[src/rtl/input_pkg.sv]
// Shared definitions for the push-button front end: per-button FSM state
// encodings and the default debounce/repeat counts.
package input_pkg;

  typedef enum logic [2:0] {
    INIT    = 3'd0,
    WQ      = 3'd1,
    SCEN_ST = 3'd2,
    HOLD    = 3'd3,
    MCEN_ST = 3'd4,
    WFCR    = 3'd5
  } btn_state_e;

  localparam int DEF_DEBOUNCE_CYCLES = 1_000_000;
  localparam int DEF_MCEN_DELAY      = 50_000_000;
  localparam int DEF_MCEN_PERIOD     = 10_000_000;

  function automatic int max3(input int a, input int b, input int c);
    int m;
    m = (a > b) ? a : b;
    return (m > c) ? m : c;
  endfunction

endpackage

[src/rtl/button_debounce_fsm.sv]
// One button: 2-flop synchronizer, shared debounce/repeat counter, repeat flag
// and a Moore FSM producing the level, single, multiple and continuous enables.
module button_debounce_fsm
  import input_pkg::*;
#(
  parameter int DEBOUNCE_CYCLES = DEF_DEBOUNCE_CYCLES,
  parameter int MCEN_DELAY      = DEF_MCEN_DELAY,
  parameter int MCEN_PERIOD     = DEF_MCEN_PERIOD
) (
  input  logic clk,
  input  logic reset,
  input  logic btn_i,
  output logic dpb_o,
  output logic scen_o,
  output logic mcen_o,
  output logic ccen_o
);

  // Counter only ever reaches (largest count - 1) before being cleared.
  localparam int CNT_MAX = max3(DEBOUNCE_CYCLES, MCEN_DELAY, MCEN_PERIOD);
  localparam int CNT_W   = (CNT_MAX > 2) ? $clog2(CNT_MAX) : 1;

  localparam logic [CNT_W-1:0] DEB_LAST = CNT_W'(DEBOUNCE_CYCLES - 1);
  localparam logic [CNT_W-1:0] DLY_LAST = CNT_W'(MCEN_DELAY - 1);
  localparam logic [CNT_W-1:0] PER_LAST = CNT_W'(MCEN_PERIOD - 1);

  logic [1:0]       sync_q;
  logic             btn_s;
  btn_state_e       state_q, state_d;
  logic [CNT_W-1:0] cnt_q, cnt_d;
  logic             rep_q, rep_d;
  logic [CNT_W-1:0] hold_last;

  assign btn_s     = sync_q[1];
  assign hold_last = rep_q ? PER_LAST : DLY_LAST;

  always_ff @(posedge clk) begin
    if (reset) begin
      sync_q  <= 2'b00;
      state_q <= INIT;
      cnt_q   <= '0;
      rep_q   <= 1'b0;
    end else begin
      sync_q  <= {sync_q[0], btn_i};
      state_q <= state_d;
      cnt_q   <= cnt_d;
      rep_q   <= rep_d;
    end
  end

  always_comb begin
    state_d = state_q;
    cnt_d   = cnt_q;
    rep_d   = rep_q;
    dpb_o   = 1'b0;
    scen_o  = 1'b0;
    mcen_o  = 1'b0;
    ccen_o  = 1'b0;
    unique case (state_q)
      INIT: begin
        if (btn_s) begin
          state_d = WQ;
          cnt_d   = '0;
        end
      end
      WQ: begin
        if (!btn_s)                state_d = INIT;
        else if (cnt_q == DEB_LAST) state_d = SCEN_ST;
        else                        cnt_d   = cnt_q + 1'b1;
      end
      SCEN_ST: begin
        scen_o  = 1'b1;
        mcen_o  = 1'b1;
        dpb_o   = 1'b1;
        ccen_o  = 1'b1;
        state_d = HOLD;
        cnt_d   = '0;
        rep_d   = 1'b0;
      end
      HOLD: begin
        dpb_o  = 1'b1;
        ccen_o = 1'b1;
        if (!btn_s) begin
          state_d = WFCR;
          cnt_d   = '0;
        end else if (cnt_q == hold_last) begin
          state_d = MCEN_ST;
        end else begin
          cnt_d = cnt_q + 1'b1;
        end
      end
      MCEN_ST: begin
        mcen_o  = 1'b1;
        dpb_o   = 1'b1;
        ccen_o  = 1'b1;
        rep_d   = 1'b1;
        state_d = HOLD;
        cnt_d   = '0;
      end
      WFCR: begin
        // A return to high resumes holding without a fresh press; rep survives.
        dpb_o  = 1'b1;
        ccen_o = 1'b1;
        if (btn_s) begin
          state_d = HOLD;
          cnt_d   = '0;
        end else if (cnt_q == DEB_LAST) begin
          state_d = INIT;
        end else begin
          cnt_d = cnt_q + 1'b1;
        end
      end
      default: begin
        state_d = INIT;
        cnt_d   = '0;
      end
    endcase
  end

endmodule

[src/rtl/button_debouncer.sv]
// Debounces N_BTN raw push-buttons and produces per-button level, single,
// repeating and continuous enables for the game logic.
module button_debouncer
  import input_pkg::*;
#(
  parameter int N_BTN           = 4,
  parameter int DEBOUNCE_CYCLES = DEF_DEBOUNCE_CYCLES,
  parameter int MCEN_DELAY      = DEF_MCEN_DELAY,
  parameter int MCEN_PERIOD     = DEF_MCEN_PERIOD
) (
  input  logic             clk,
  input  logic             reset,
  input  logic [N_BTN-1:0] buttons,
  output logic [N_BTN-1:0] DPBs,
  output logic [N_BTN-1:0] SCENs,
  output logic [N_BTN-1:0] MCENs,
  output logic [N_BTN-1:0] CCENs
);

  for (genvar i = 0; i < N_BTN; i++) begin : g_btn
    button_debounce_fsm #(
      .DEBOUNCE_CYCLES(DEBOUNCE_CYCLES),
      .MCEN_DELAY     (MCEN_DELAY),
      .MCEN_PERIOD    (MCEN_PERIOD)
    ) u_fsm (
      .clk   (clk),
      .reset (reset),
      .btn_i (buttons[i]),
      .dpb_o (DPBs[i]),
      .scen_o(SCENs[i]),
      .mcen_o(MCENs[i]),
      .ccen_o(CCENs[i])
    );
  end

endmodule

[config.mk]
export PLATFORM = sky130hd
export DESIGN_NAME = button_debouncer
export DESIGN_NICKNAME = d
export VERILOG_FILES = /design/src/rtl/input_pkg.sv /design/src/rtl/button_debounce_fsm.sv /design/src/rtl/button_debouncer.sv
export SDC_FILE = /design/constraint.sdc
export NUM_CORES = 1
export LEC_CHECK = 0
export ABC_AREA = 1
export ABC_CLOCK_PERIOD_IN_PS = 2400
export BUFFER_PORTS_ARGS = -buffer_cell sky130_fd_sc_hd__clkbuf_2
export CAP_MARGIN = 20
export CORE_MARGIN = 4
export CORE_UTILIZATION = 45
export DETAILED_ROUTE_END_ITERATION = 16
export SLEW_MARGIN = 15
export SYNTH_ARGS = -nofsm -noshare
export SYNTH_HDL_FRONTEND = slang
export SYNTH_SLANG_ARGS = --single-unit
[constraint.sdc]
create_clock -name clk -period 2.4 [get_ports clk]
set_input_delay 0.36 -clock clk [delete_from_list [all_inputs] [get_ports clk]]
set_output_delay 0.36 -clock clk [all_outputs]
set_load 0.03 [all_outputs]
**Word-level counts from Yosys, hierarchy flattened**

Cells that the tools add are included.

- Flip-flop bits (word level): 128
- Bits of input ports: 6

- Reductions and logical operators: 24
- Eq/ne operators: 52
- Add/subtract/negate cells: 4
- Multiplexer cells: 80

Operator list:

| operator | number |
|---|---|
| 26-bit two-way mux | 28 |
| 26-bit case mux with 4 select lines | 4 |
| 26-bit by 1-bit adder with 26-bit output (second input constant) | 4 |
| 26-bit by 20-bit equality test with 1-bit output (second input constant) | 4 |
| 26-bit equality test | 4 |
| 3-bit two-way mux | 28 |
| 3-bit case mux with 5 select lines | 4 |
| 3-bit != test (second input constant) | 12 |
| 3-bit by 2-bit equality test with 1-bit output (second input constant) | 8 |
| 3-bit equality test (second input constant) | 8 |
| 2-bit by 1-bit != test with 1-bit output (second input constant) | 8 |
| 4-bit AND reduction | 4 |
| 4-bit OR reduction | 4 |
| 3-bit by 1-bit equality test with 1-bit output (second input constant) | 4 |
| 3-bit logical NOT | 4 |
| 1-bit two-way mux | 12 |
| 3-bit by 1-bit != test with 1-bit output (second input constant) | 4 |
| 3-bit AND reduction | 4 |
| 1-bit case mux with 2 select lines | 4 |
| 2-bit nonzero test | 4 |
| 2-bit OR reduction | 4 |

**Logic depth before layout (Yosys ltp)**

Gate-level depths: netlist of the first run.

- Depth after elaboration: 5
- Mapped depth: 14

**By module**

From an unflattened synthesis of the first run, not the netlist that was laid out.

- Cells, all modules: 1684
- Area, all modules: 10090.9 um^2

Modules (own cells, without submodules):

| module | area each (um^2) | instances | cells an instance | seq. area each (um^2) |
|---|---|---|---|---|
| button_debounce_fsm at g_btn[0].u_fsm ... | 2541.2 | 3 | 421 | 640.6 |
| button_debounce_fsm at g_btn[3].u_fsm | 2467.4 | 1 | 421 | 640.6 |

**Worst setup path before layout of the first run**

No wires, ideal clock.

- Path type: reg-to-reg
- Start point: register g_btn[3].u_fsm.cnt_q[0]
- End point: register g_btn[3].u_fsm.cnt_q[17]
- Library setup time: 0.134 ns
- Cell stages (with the launch flop): 12
- Period minus slack after synthesis: 1.762 ns
- Arrival: 1.629 ns
- Data required time: 2.266 ns
- Path slack: 0.638 ns
- Buffers on the path: 1
- Path through: dfxtp_1 > ha_1 > nand3_2 > nor2_4 > nand2_4 > nor2_4 > nand3_4 > nand2_8 > inv_4 > buf_2 > nand2_1 > a21oi_1

- Longest elaborated chain between the ends: 4
- Elaborated cells on any way between the ends: 11
- Those cells by class: add/sub: 1; eq/ne: 3; mux: 6; reduce/logical: 1

RTL lines:

| what | RTL line | source |
|---|---|---|
| from (decl) | button_debounce_fsm.sv:30 | `logic [CNT_W-1:0] cnt_q, cnt_d;` |
| from (signal assigned) | button_debounce_fsm.sv:46 | `cnt_q <= cnt_d;` |
| 26-bit by 1-bit adder with 26-bit output or 26-bit by 20-bit equality test with 1-bit output (tied branches) | -- |  |
| 26-bit two-way mux (on tied branches) | button_debounce_fsm.sv:68, button_debounce_fsm.sv:107, button_debounce_fsm.sv:86 |  |
| 26-bit two-way mux (on tied branches) | button_debounce_fsm.sv:104, button_debounce_fsm.sv:83, button_debounce_fsm.sv:67 |  |
| 26-bit case mux with 4 select lines | button_debounce_fsm.sv:59 | `unique case (state_q)` |

Parallel ways exist; a longest one is shown, timed or not. The select of a mux whose other input is x is not followed.
A chain may end at the register's enable or synchronous reset.

**Worst setup path in the final report of the first run**

- Start point: register g_btn[3].u_fsm.state_q[2]
- End point: output port DPBs[3]

- Longest elaborated chain between the ends: 3
- Elaborated cells on any way between the ends: 6
- Those cells by class: eq/ne: 4; mux: 1; reduce/logical: 1

RTL lines:

| what | RTL line | source |
|---|---|---|
| from (decl) | button_debounce_fsm.sv:29 | `btn_state_e state_q, state_d;` |
| from (signal assigned) | button_debounce_fsm.sv:45 | `state_q <= state_d;` |
| 3-bit by 2-bit equality test with 1-bit output or 3-bit equality test (tied branches) | button_debounce_fsm.sv:59 |  |
| 4-bit OR reduction (no line) * | -- |  |
| 1-bit two-way mux * | button_debounce_fsm.sv:59 |  |
| to (decl) | button_debouncer.sv:14 | `output logic [N_BTN-1:0] DPBs,` |

Every way passes the cells marked *; elsewhere a longest branch is shown, timed or not.

==> flow_metrics.env, run 1 <==
export IMPL_clockPowerShare=0.354
export IMPL_setup_ws_ps=104
export IMPL_io_buffers=21
export IMPL_firstDrtPassIters=5
export IMPL_crit_path_end_kind="primary output"
export IMPL_area_growth_pct=8.10
export IMPL_slew_headroom=0.635
export IMPL_core_area_mm2=0.0205
export IMPL_clock_path_buffers=2
export IMPL_crit_fanout=6
export IMPL_synth_most_common_cell="nand2_1"
export IMPL_yosysTopAreaCellShare=0.270
export IMPL_yosysSeqAreaShare=0.270
export IMPL_met2_usage=0.378
export IMPL_rsz0062_at_grt="false"
export IMPL_cts_tree="built"
export IMPL_netlist_top_cells_area="dfxtp_1 27%, nand2_1 19%, nor2_1 8.7%, inv_1 8.7%, nand3_1 7.3%"
export IMPL_ys_seq_elements=128
export IMPL_ir_worst_vdd_mv=0.428
export IMPL_syn_num_nets=1631
export IMPL_rr_startpoint="g_btn[3].u_fsm.cnt_q[0]"
export IMPL_tightestPinTransition_ps=544
export IMPL_reg2reg_depth=11
export IMPL_rows=52
export IMPL_synthCells=1621
export IMPL_post_cts_resized=0
export IMPL_cts_inserted_buffers=17
export IMPL_syn_area_per_cell_um2=5.85
export IMPL_period_minus_slack_ps=2300
export IMPL_clock_sinks=128
export IMPL_drt_iter0_drc=803
export IMPL_gr_total_overflow=0
export IMPL_finalCritPeriodShare=0.957
export IMPL_ys_warnings_count=0
export IMPL_slew_viol_final=0
export IMPL_switching_share=0.403
export IMPL_max_freq_mhz=436
export IMPL_diodes=0
export IMPL_worstSetupPathType="reg2out"
export IMPL_holdBufCountCts=0
export IMPL_finalSetupTns_ps=0
export IMPL_hp_class="in2reg"
export IMPL_nFillCells=2264
export IMPL_async_reset_ff_frac=0
export IMPL_busiest_layer="met2"
export IMPL_postCtsSetupBuffers=0
export IMPL_grt_usage=0.236
export IMPL_vias=10006
export IMPL_final_setup_viol_count=0
export IMPL_start_util=0.463
export IMPL_worstSetupStartpointType="flop"
export IMPL_hold_path_startpoint="buttons[2]"
export IMPL_antenna_found_initial=0
export IMPL_pwr_share_comb=0.328
export IMPL_synth_edf_count=0
export IMPL_clkLatencyLatePin_ps=430
export IMPL_status="completed"
export IMPL_grtUsageMet3=0.0345
export IMPL_timing_rr_end="g_btn[3].u_fsm.cnt_q[25]"
export IMPL_hold_path_cell_count=3
export IMPL_die_w_um=153
export IMPL_cts_root_buf="clkbuf_16"
export IMPL_p_switching_mw=2.93
export IMPL_cts_clk_slew_worst_paths_ps=60
export IMPL_hold_viol_final=0
export IMPL_place_gp_congestion=0.950
export IMPL_layout_drive_gt1_share=0.0880
export IMPL_cp_data_arrival_time_ps=1940
export IMPL_cell_internal_pwr_mw=4.34
export IMPL_seq_power_share=0.318
export IMPL_wl_mm=27.4
export IMPL_antenna_left=0
export IMPL_leakagePower_nw=4.26
export IMPL_grt_pass1_vias=9386
export IMPL_grt_pass1_wl_mm=46.3
export IMPL_cts_htree_levels=4
export IMPL_finalClockSkew_ps=11.9
export IMPL_met1_usage=0.332
export IMPL_synth_area_mm2=0.00948
export IMPL_synth_common_cells="468 x nand2_1, 220 x nor2_1, 219 x inv_1"
export IMPL_ys_types=47
export IMPL_synth_ff_type="dfxtp_1"
export IMPL_hold_end="g_btn[2].u_fsm.sync_q[0]"
export IMPL_fin_nets=1634
export IMPL_ios=22
export IMPL_r2r_slack_ps=280
export IMPL_wl_per_cell_um=14.4
export IMPL_worstPathRequired_ps=2040
export IMPL_powerDensity_mw_per_mm2=709
export IMPL_cap_violations=0
export IMPL_drc=0
export IMPL_yosys_area_top_type="dfxtp_1"
export IMPL_dp_hpwl_mm=20.3
export IMPL_grt_max_degree=39
export IMPL_pre_cts_slack_ps=320
export IMPL_dieArea_mm2=0.0235
export IMPL_die_h_um=153
export IMPL_vias_per_cell=5.25
placed cells by master (no fill, tap or decap), drive strengths merged, types with 9 or more instances in the layout:
cell type	n
dfxtp	128
inv	238
nand4	56
o21ai	87
xor2	11
o211ai	9
buf	14
nor3	44
nand2	482
nand3	146
nor2	242
a21oi	91
clkbuf	43
metal layers:
metal	vias to the layer above	wire, um	share of wire
met2	209	12600	0.46
met4	0	371	0.014
met3	32	1100	0.040
li1	5186	-	-
met5	-	0	0
met1	4579	13400	0.49
sequential cells by signal, indices dropped and copies added, names as in the netlist:
name and count:
g_btn.u_fsm.state_q 12, g_btn.u_fsm.rep_q 4, g_btn.u_fsm.cnt_q 104, g_btn.u_fsm.sync_q 8
area by class of cell:
type | count | area, um2 | area share
clock inverters | 8 | 81.3 | 0.00794
repair buffers | 34 | 203 | 0.0198
clock buffers | 23 | 488 | 0.0476
well taps | 270 | 338 | 0.0330
inverters | 239 | 902 | 0.0880
flip-flops and latches | 128 | 2560 | 0.250
multi-input cells | 1204 | 5670 | 0.554
power by group through the flow:
stage / clock network, mW / logic (mW) / registers [mW]
floorplan: 0 / 2.11 / 2.32
global placement: 0 / 2.38 / 2.36
detailed placement: 0 / 2.38 / 2.35
CTS: 2.62 / 2.39 / 2.31
global route: 2.72 / 2.66 / 2.32
finish: 2.57 / 2.38 / 2.31
critical path, cell delays in order (launching register included):
cell      delay (ps)
dfxtp_1          430
inv_1            130
nand3_1          170
inv_1            160
or3_1            410
clkbuf_2         200
logic make-up (layout without fill, tap and decap cells):
family / Yosys count / in the layout / share of synthesized area
simple gates: 992 / 992 / 0.468
buf+inv: 289 / 304 / 0.131
compound gates: 196 / 196 / 0.114
flops: 128 / 128 / 0.270
xor+xnor: 12 / 12 / 0.0111
fa+ha+maj: 4 / 4 / 0.00528
how the worst max path moves through the flow:
stage                                    startpoint                        to  slack (ps)  cells after the start
after floorplan             g_btn[3].u_fsm.cnt_q[0]  g_btn[3].u_fsm.cnt_q[17]         640                     11
after global placement      g_btn[1].u_fsm.cnt_q[1]   g_btn[1].u_fsm.cnt_q[8]         340                     11
after detailed placement    g_btn[3].u_fsm.cnt_q[0]  g_btn[3].u_fsm.cnt_q[25]         320                     11
after CTS                 g_btn[3].u_fsm.state_q[2]                   DPBs[3]          90                      5
after global routing      g_btn[3].u_fsm.state_q[2]                   DPBs[3]          20                      5
final                     g_btn[3].u_fsm.state_q[2]                   DPBs[3]         100                      5
per-stage QoR:
stage                     cells   util  cell area [um2]  total power [mW]  hold WS [ps]
after floorplan            1621      -             9480              4.43           388
after global placement     1875  0.472             9680              4.73           391
after detailed placement   1875  0.472             9680              4.74           400
after CTS                  1906  0.500            10200              7.32           101
after global routing       1906  0.500            10200              7.70           107
final                      1906  0.500            10200              7.26           117
Power figures use the tool's default switching activity.
==> run 2: changes to the inputs <==
--- a/config.mk
+++ b/config.mk
@@ -5,8 +5,7 @@
 export SDC_FILE = /design/constraint.sdc
 export NUM_CORES = 1
 export LEC_CHECK = 0
-export ABC_AREA = 1
-export ABC_CLOCK_PERIOD_IN_PS = 2400
+export ABC_CLOCK_PERIOD_IN_PS = 1900
 export BUFFER_PORTS_ARGS = -buffer_cell sky130_fd_sc_hd__clkbuf_2
 export CAP_MARGIN = 20
 export CORE_MARGIN = 4
==> constraint.sdc (replaced) <==
create_clock -name clk -period 1.9 [get_ports clk]
set_input_delay 0.285 -clock clk [delete_from_list [all_inputs] [get_ports clk]]
set_output_delay 0.285 -clock clk [all_outputs]
set_load 0.03 [all_outputs]
==> flow_metrics.env, run 2 <==
export IMPL_grt_max_degree=78
export IMPL_worstSetupStartpointType="flop"
export IMPL_slew_headroom=0.664
export IMPL_cp_slowest_cell="dfxtp_4"
export IMPL_drt_iter0_drc=825
export IMPL_dr_max_layer_used="met4"
export IMPL_cts_htree_levels=4
export IMPL_slew_viol_final=0
export IMPL_vias_per_cell=6.05
export IMPL_multi_input_area_mm2=0.00611
export IMPL_synth_xor_area_frac=0.00655
export IMPL_utilization=0.715
export IMPL_rows=48
export IMPL_firstDrtPassIters=5
export IMPL_hold_path_cell_count=2
export IMPL_yosysTopAreaCellShare=0.319
export IMPL_cts_clk_slew_worst_paths_ps=50
export IMPL_final_setup_viol_count=80
export IMPL_core_area_mm2=0.0174
export IMPL_crit_path_end_kind="flop"
export IMPL_ios=22
export IMPL_synth_compound_area_frac=0.276
export IMPL_synthCells=1038
export IMPL_synth_most_common_cell="dfxtp_1"
export IMPL_fin_nets=1322
export IMPL_leakagePower_nw=4.83
export IMPL_max_stage_delay_ps=350
export IMPL_syn_num_nets=1048
export IMPL_hold_path_startpoint="buttons[3]"
export IMPL_rr_startpoint="g_btn[3].u_fsm.cnt_q[10]"
export IMPL_synth_top_family_by_area="simple AND/OR/NAND/NOR gates"
export IMPL_layout_commonest_cell="buf_4"
export IMPL_muxShareOfSynthArea=0.00265
export IMPL_hold_viol_final=0
export IMPL_status="complete, but fails checks"
export IMPL_vias=9384
export IMPL_pre_cts_slack_ps=-256
export IMPL_layout_area_seq_mm2=0.00266
export IMPL_synth_fa_ha_area_frac=0.00623
export IMPL_cts_tree="built"
export IMPL_dieArea_mm2=0.0200
export IMPL_hold_worst_slack_ps=78.9
export IMPL_clock_sinks=128
export IMPL_die_h_um=142
export IMPL_clock_path_buffers=2
export IMPL_netlist_top_cells_area="dfxtp_1 32%, a21oi_1 6.1%, nand2_1 4.4%, o21ai_0 3.8%, nor2_1 3.5%"
export IMPL_layout_drive_gt1_share=0.472
export IMPL_cts_root_buf="clkbuf_16"
export IMPL_ir_worst_vdd_mv=0.761
export IMPL_r2r_slack_ps=-270
export IMPL_setup_ws_ps=-267
export IMPL_area_growth_pct=55.2
export IMPL_rsz0062_at_grt="true"
export IMPL_hp_class="in2reg"
export IMPL_synth_edf_count=0
export IMPL_hold_end="g_btn[3].u_fsm.sync_q[0]"
export IMPL_crit_family="simple AND/OR/NAND/NOR gates"
export IMPL_powerDensity_mw_per_mm2=650
export IMPL_top_register="g_btn.u_fsm.cnt_q"
export IMPL_finalPower_mw=8.10
export IMPL_gr_total_overflow=0
export IMPL_cts_inserted_buffers=17
export IMPL_synth_ff_type="dfxtp_1"
export IMPL_largest_register_ffs=104
export IMPL_diodes=0
export IMPL_timing_rr_end="g_btn[3].u_fsm.cnt_q[9]"
export IMPL_ys_seq_elements=128
export IMPL_place_gp_congestion=0.931
export IMPL_ys_types=90
export IMPL_final_cell_mix="271 x buf_4, 83 x nand2_1, 82 x dfxtp_1, 71 x a21oi_1, 67 x nor2_1"
export IMPL_die_w_um=142
export IMPL_violations="negative setup slack"
export IMPL_ys_warnings_count=0
export IMPL_synth_common_cells="128 x dfxtp_1, 98 x a21oi_1, 94 x nand2_1"
export IMPL_cp_data_arrival_time_ps=2470
export IMPL_wl_met1_mm=12.4
export IMPL_async_reset_ff_frac=0
export IMPL_finalCritPeriodShare=1.14
export IMPL_yosys_area_top_type="dfxtp_1"
export IMPL_antenna_left=0
export IMPL_drc=0
export IMPL_reg_top3="g_btn.u_fsm.cnt_q x104, g_btn.u_fsm.state_q x12, g_btn.u_fsm.sync_q x8"
export IMPL_grt_pass1_vias=8800
export IMPL_dp_hpwl_mm=18.2
export IMPL_synth_area_mm2=0.00803
export IMPL_reg2reg_depth=10
export IMPL_finalClockSkew_ps=8.75
export IMPL_nFillCells=1316
export IMPL_grt_usage=0.266
export IMPL_yosysSeqAreaShare=0.319
export IMPL_max_freq_mhz=462
export IMPL_clkLatencyLatePin_ps=420
export IMPL_wl_met3_mm=1.46
export IMPL_wl_mm=27.7
export IMPL_cp_cell_sequence="and4bb_2, mux2i_4, or2_4, o41ai_4, buf_4, buf_12, buf_6, buf_6, o211ai_1, o41ai_1"
export IMPL_cp_buffers_inverters=4
export IMPL_io_buffers=21
export IMPL_antenna_found_initial=0
export IMPL_worstSetupPathType="reg2reg"
export IMPL_syn_area_per_cell_um2=7.74
export IMPL_wl_met2_mm=13.4
export IMPL_worstPathRequired_ps=2200
export IMPL_tightestPinTransition_ps=505
export IMPL_critPathMostFrequentCell="buf_6"
export IMPL_period_minus_slack_ps=2170
export IMPL_wl_per_cell_um=17.9
export IMPL_start_util=0.461
export IMPL_yosys_area_share_simple=0.327
export IMPL_cap_violations=0
export IMPL_grt_pass1_wl_mm=44.2
export IMPL_crit_fanout=4
==> run 2: metrics by stage <==
step	cell area (um2)	setup TNS, ps	cells
after floorplan	8290	-2470	1038
after global placement	10400	-11400	1491
after detailed placement	10400	-12760	1491
after CTS	11700	-5380	1539
after global routing	12500	-17720	1550
final	12500	-8490	1550
==> run 2: how the worst max path moves through the flow <==
stage / from / to / slack, ps / cells past startpoint
global route: g_btn[3].u_fsm.cnt_q[21] / g_btn[3].u_fsm.cnt_q[8] / -320 / 10
global placement: g_btn[3].u_fsm.cnt_q[24] / g_btn[3].u_fsm.cnt_q[24] / -210 / 7
floorplan: g_btn[1].u_fsm.cnt_q[13] / g_btn[1].u_fsm.cnt_q[19] / -160 / 6
finish: g_btn[3].u_fsm.cnt_q[10] / g_btn[3].u_fsm.cnt_q[9] / -270 / 10
CTS: g_btn[1].u_fsm.cnt_q[13] / g_btn[1].u_fsm.cnt_q[19] / -210 / 6
detailed placement: g_btn[1].u_fsm.cnt_q[13] / g_btn[1].u_fsm.cnt_q[19] / -260 / 6
==> run 2: worst register-to-register path, stage by stage, from the launching register on <==
cell and delay, ps:
dfxtp_4 350, and4bb_2 330, mux2i_4 80, or2_4 240, o41ai_4 350, buf_4 220
buf_12 120, buf_6 90, buf_6 110, o211ai_1 80, o41ai_1 80
==> run 2: logic make-up after synthesis <==
family	count (synthesis)
muxes	2
AOI/OAI and AO/OA	334
DFF	128
xor gates and xnor gates	6
buffers and inverters	105
adders and majority gates	4
and+or+nand+nor	459
==> run 2: per-layer routing <==
metal  GRT usage  up-vias
met5           0        -
met4      0.0763        0
met3      0.0482       53
met2       0.433      316
met1       0.361     4504
li1            -     4511
==> run 2: what timing repair did <==
action | CTS | global route
cloned | 3 | 2
buffers inserted | 14 | 12
setup endpoints to repair | 111 | 115
gates resized for setup | 143 | 175
pin swaps | 58 | 76
hold buffers | 0 | 0
==> run 2: layout make-up <==
type,count,share of cell area
Clock buffer,20,0.0375
Timing Repair Buffer,332,0.214
Tap cell,225,0.0226
Clock inverter,12,0.0146
Inverter,27,0.00813
Sequential cell,128,0.213
Multi-Input combinational cell,806,0.490
==> run 2: power breakdown <==
part | total, mW | internal, mW | leakage (nW) | switching (mW)
clock network | 3.60 | 2.31 | 0.313 | 1.30
registers | 2.76 | 2.71 | 1.06 | 0.0513
logic | 1.74 | 0.707 | 3.45 | 1.03
total | 8.10 | 5.72 | 4.83 | 2.38
==> run 3: changes to the inputs <==
--- a/config.mk
+++ b/config.mk
@@ -8,7 +8,7 @@
 export ABC_CLOCK_PERIOD_IN_PS = 1900
 export BUFFER_PORTS_ARGS = -buffer_cell sky130_fd_sc_hd__clkbuf_2
 export CAP_MARGIN = 20
-export CORE_MARGIN = 4
+export CORE_MARGIN = 2
 export CORE_UTILIZATION = 45
 export DETAILED_ROUTE_END_ITERATION = 16
 export SLEW_MARGIN = 15
==> flow_metrics.env, run 3 (same netlist as run 2, synthesis figures left out) <==
export IMPL_layout_commonest_cell="buf_4"
export IMPL_start_util=0.463
export IMPL_cts_inserted_buffers=17
export IMPL_wl_per_cell_um=18.7
export IMPL_final_cell_mix="253 x buf_4, 87 x nand2_1, 74 x dfxtp_1, 66 x nor2_1, 66 x a21oi_1"
export IMPL_drc=0
export IMPL_cp_data_arrival_time_ps=2470
export IMPL_grt_max_degree=48
export IMPL_period_minus_slack_ps=2140
export IMPL_hp_class="in2reg"
export IMPL_hold_end="g_btn[0].u_fsm.sync_q[0]"
export IMPL_leakagePower_nw=4.79
export IMPL_place_inst=1464
export IMPL_io_buffers=21
export IMPL_layout_drive_gt1_share=0.482
export IMPL_layout_area_seq_mm2=0.00266
export IMPL_worstPathRequired_ps=2230
export IMPL_cts_clk_slew_worst_paths_ps=60
export IMPL_ir_worst_vdd_mv=0.690
export IMPL_vias=9532
export IMPL_nFillCells=1271
export IMPL_grt_pass1_vias=8809
export IMPL_clock_sinks=128
export IMPL_worstSetupStartpointType="flop"
export IMPL_timing_rr_end="g_btn[1].u_fsm.cnt_q[18]"
export IMPL_slew_viol_final=0
export IMPL_instances_no_fill=1545
export IMPL_core_area_mm2=0.0174
export IMPL_tightestPinTransition_ps=919
export IMPL_wl_mm=28.9
export IMPL_crit_path_end_kind="flop"
export IMPL_cp_slowest_cell="or4b_4"
export IMPL_final_setup_viol_count=95
export IMPL_antenna_found_initial=0
export IMPL_powerDensity_mw_per_mm2=618
export IMPL_multi_input_area_mm2=0.00628
export IMPL_hold_path_cell_count=2
export IMPL_top_register="g_btn.u_fsm.cnt_q"
export IMPL_cts_htree_levels=4
export IMPL_finalCritPeriodShare=1.13
export IMPL_grt_usage=0.284
export IMPL_dp_hpwl_mm=18.2
export IMPL_gr_total_overflow=0
export IMPL_die_w_um=138
export IMPL_reg2reg_depth=8
export IMPL_reg_top3="g_btn.u_fsm.cnt_q x104, g_btn.u_fsm.state_q x12, g_btn.u_fsm.sync_q x8"
export IMPL_area_growth_pct=56.7
export IMPL_clkLatencyLatePin_ps=430
export IMPL_crit_family="simple AND/OR/NAND/NOR gates"
export IMPL_setup_ws_ps=-238
export IMPL_dieArea_mm2=0.0189
export IMPL_diodes=0
export IMPL_cp_buffers_inverters=2
export IMPL_fin_nets=1317
export IMPL_r2r_slack_ps=-240
export IMPL_rows=48
export IMPL_grt_pass1_wl_mm=42.8
export IMPL_firstDrtPassIters=6
export IMPL_cts_tree="built"
export IMPL_violations="negative setup slack"
export IMPL_ios=22
export IMPL_finalClockSkew_ps=10.2
export IMPL_rsz0062_at_grt="true"
export IMPL_die_h_um=138
export IMPL_rr_startpoint="g_btn[1].u_fsm.cnt_q[13]"
export IMPL_status="complete, but fails checks"
export IMPL_slew_headroom=0.385
export IMPL_clock_path_buffers=2
export IMPL_vias_per_cell=6.17
export IMPL_hold_viol_final=0
export IMPL_hold_worst_slack_ps=65.9
export IMPL_finalPower_mw=7.77
export IMPL_utilization=0.725
export IMPL_cap_violations=0
export IMPL_cts_root_buf="clkbuf_16"
export IMPL_max_freq_mhz=468
export IMPL_place_gp_congestion=0.918
export IMPL_hold_path_startpoint="buttons[0]"
export IMPL_crit_fanout=7
export IMPL_drt_iter0_drc=872
export IMPL_antenna_left=0
export IMPL_worstSetupPathType="reg2reg"
export IMPL_largest_register_ffs=104
export IMPL_cp_cell_sequence="or4b_4, nor3_2, buf_4, o2111ai_4, a21oi_1, buf_4, o21ai_0, o21ai_0"
export IMPL_max_stage_delay_ps=540
## run 3: per-stage QoR
step	cell area (um2)	setup WS, ps	TNS (ps)
after detailed placement	10200	-255	-14230
after global placement	10200	-222	-10470
after floorplan	8290	-163	-2470
final	12600	-238	-9450
after global routing	12600	-347	-18760
after CTS	11500	-223	-6170
## run 3: where the power goes
part / internal [mW] / switching [mW]
Sequential: 2.71 / 0.0422
Combinational: 0.747 / 1.08
Clock: 1.83 / 1.35
## run 3: cell type report
class                           count  area share
Clock buffer                       19      0.0352
Clock inverter                     13     0.00905
Inverter                           27     0.00805
Multi-Input combinational cell    805       0.499
Sequential cell                   128       0.211
Tap cell                          225      0.0224
Timing Repair Buffer              328       0.215
## run 3: repair_timing
item / 4_1_cts / 5_1_grt
hold buffers: 0 / 0
gates resized for setup: 144 / 213
setup buffers: 27 / 22
cloned: 3 / 2
pin swaps: 72 / 109
setup endpoints to repair: 121 / 119
## run 3: how the worst max path moves through the flow
stage / start / endpoint / slack, ps / cells past startpoint
finish: g_btn[1].u_fsm.cnt_q[13] / g_btn[1].u_fsm.cnt_q[18] / -240 / 8
global route: g_btn[1].u_fsm.cnt_q[13] / g_btn[1].u_fsm.cnt_q[18] / -350 / 8
CTS: g_btn[1].u_fsm.cnt_q[13] / g_btn[1].u_fsm.cnt_q[19] / -220 / 6
detailed placement: g_btn[1].u_fsm.cnt_q[13] / g_btn[1].u_fsm.cnt_q[19] / -250 / 6
global placement: g_btn[1].u_fsm.cnt_q[13] / g_btn[1].u_fsm.cnt_q[19] / -220 / 6
floorplan: g_btn[1].u_fsm.cnt_q[13] / g_btn[1].u_fsm.cnt_q[19] / -160 / 6
## run 3: routing by layer
| metal | routed length, um | GRT usage | up-vias |
|---|---|---|---|
| li1 | - | - | 4487 |
| met1 | 12200 | 0.370 | 4612 |
| met5 | 0 | 0 | - |
| met4 | 807 | 0.0985 | 0 |
| met3 | 1670 | 0.0552 | 80 |
| met2 | 14200 | 0.468 | 353 |
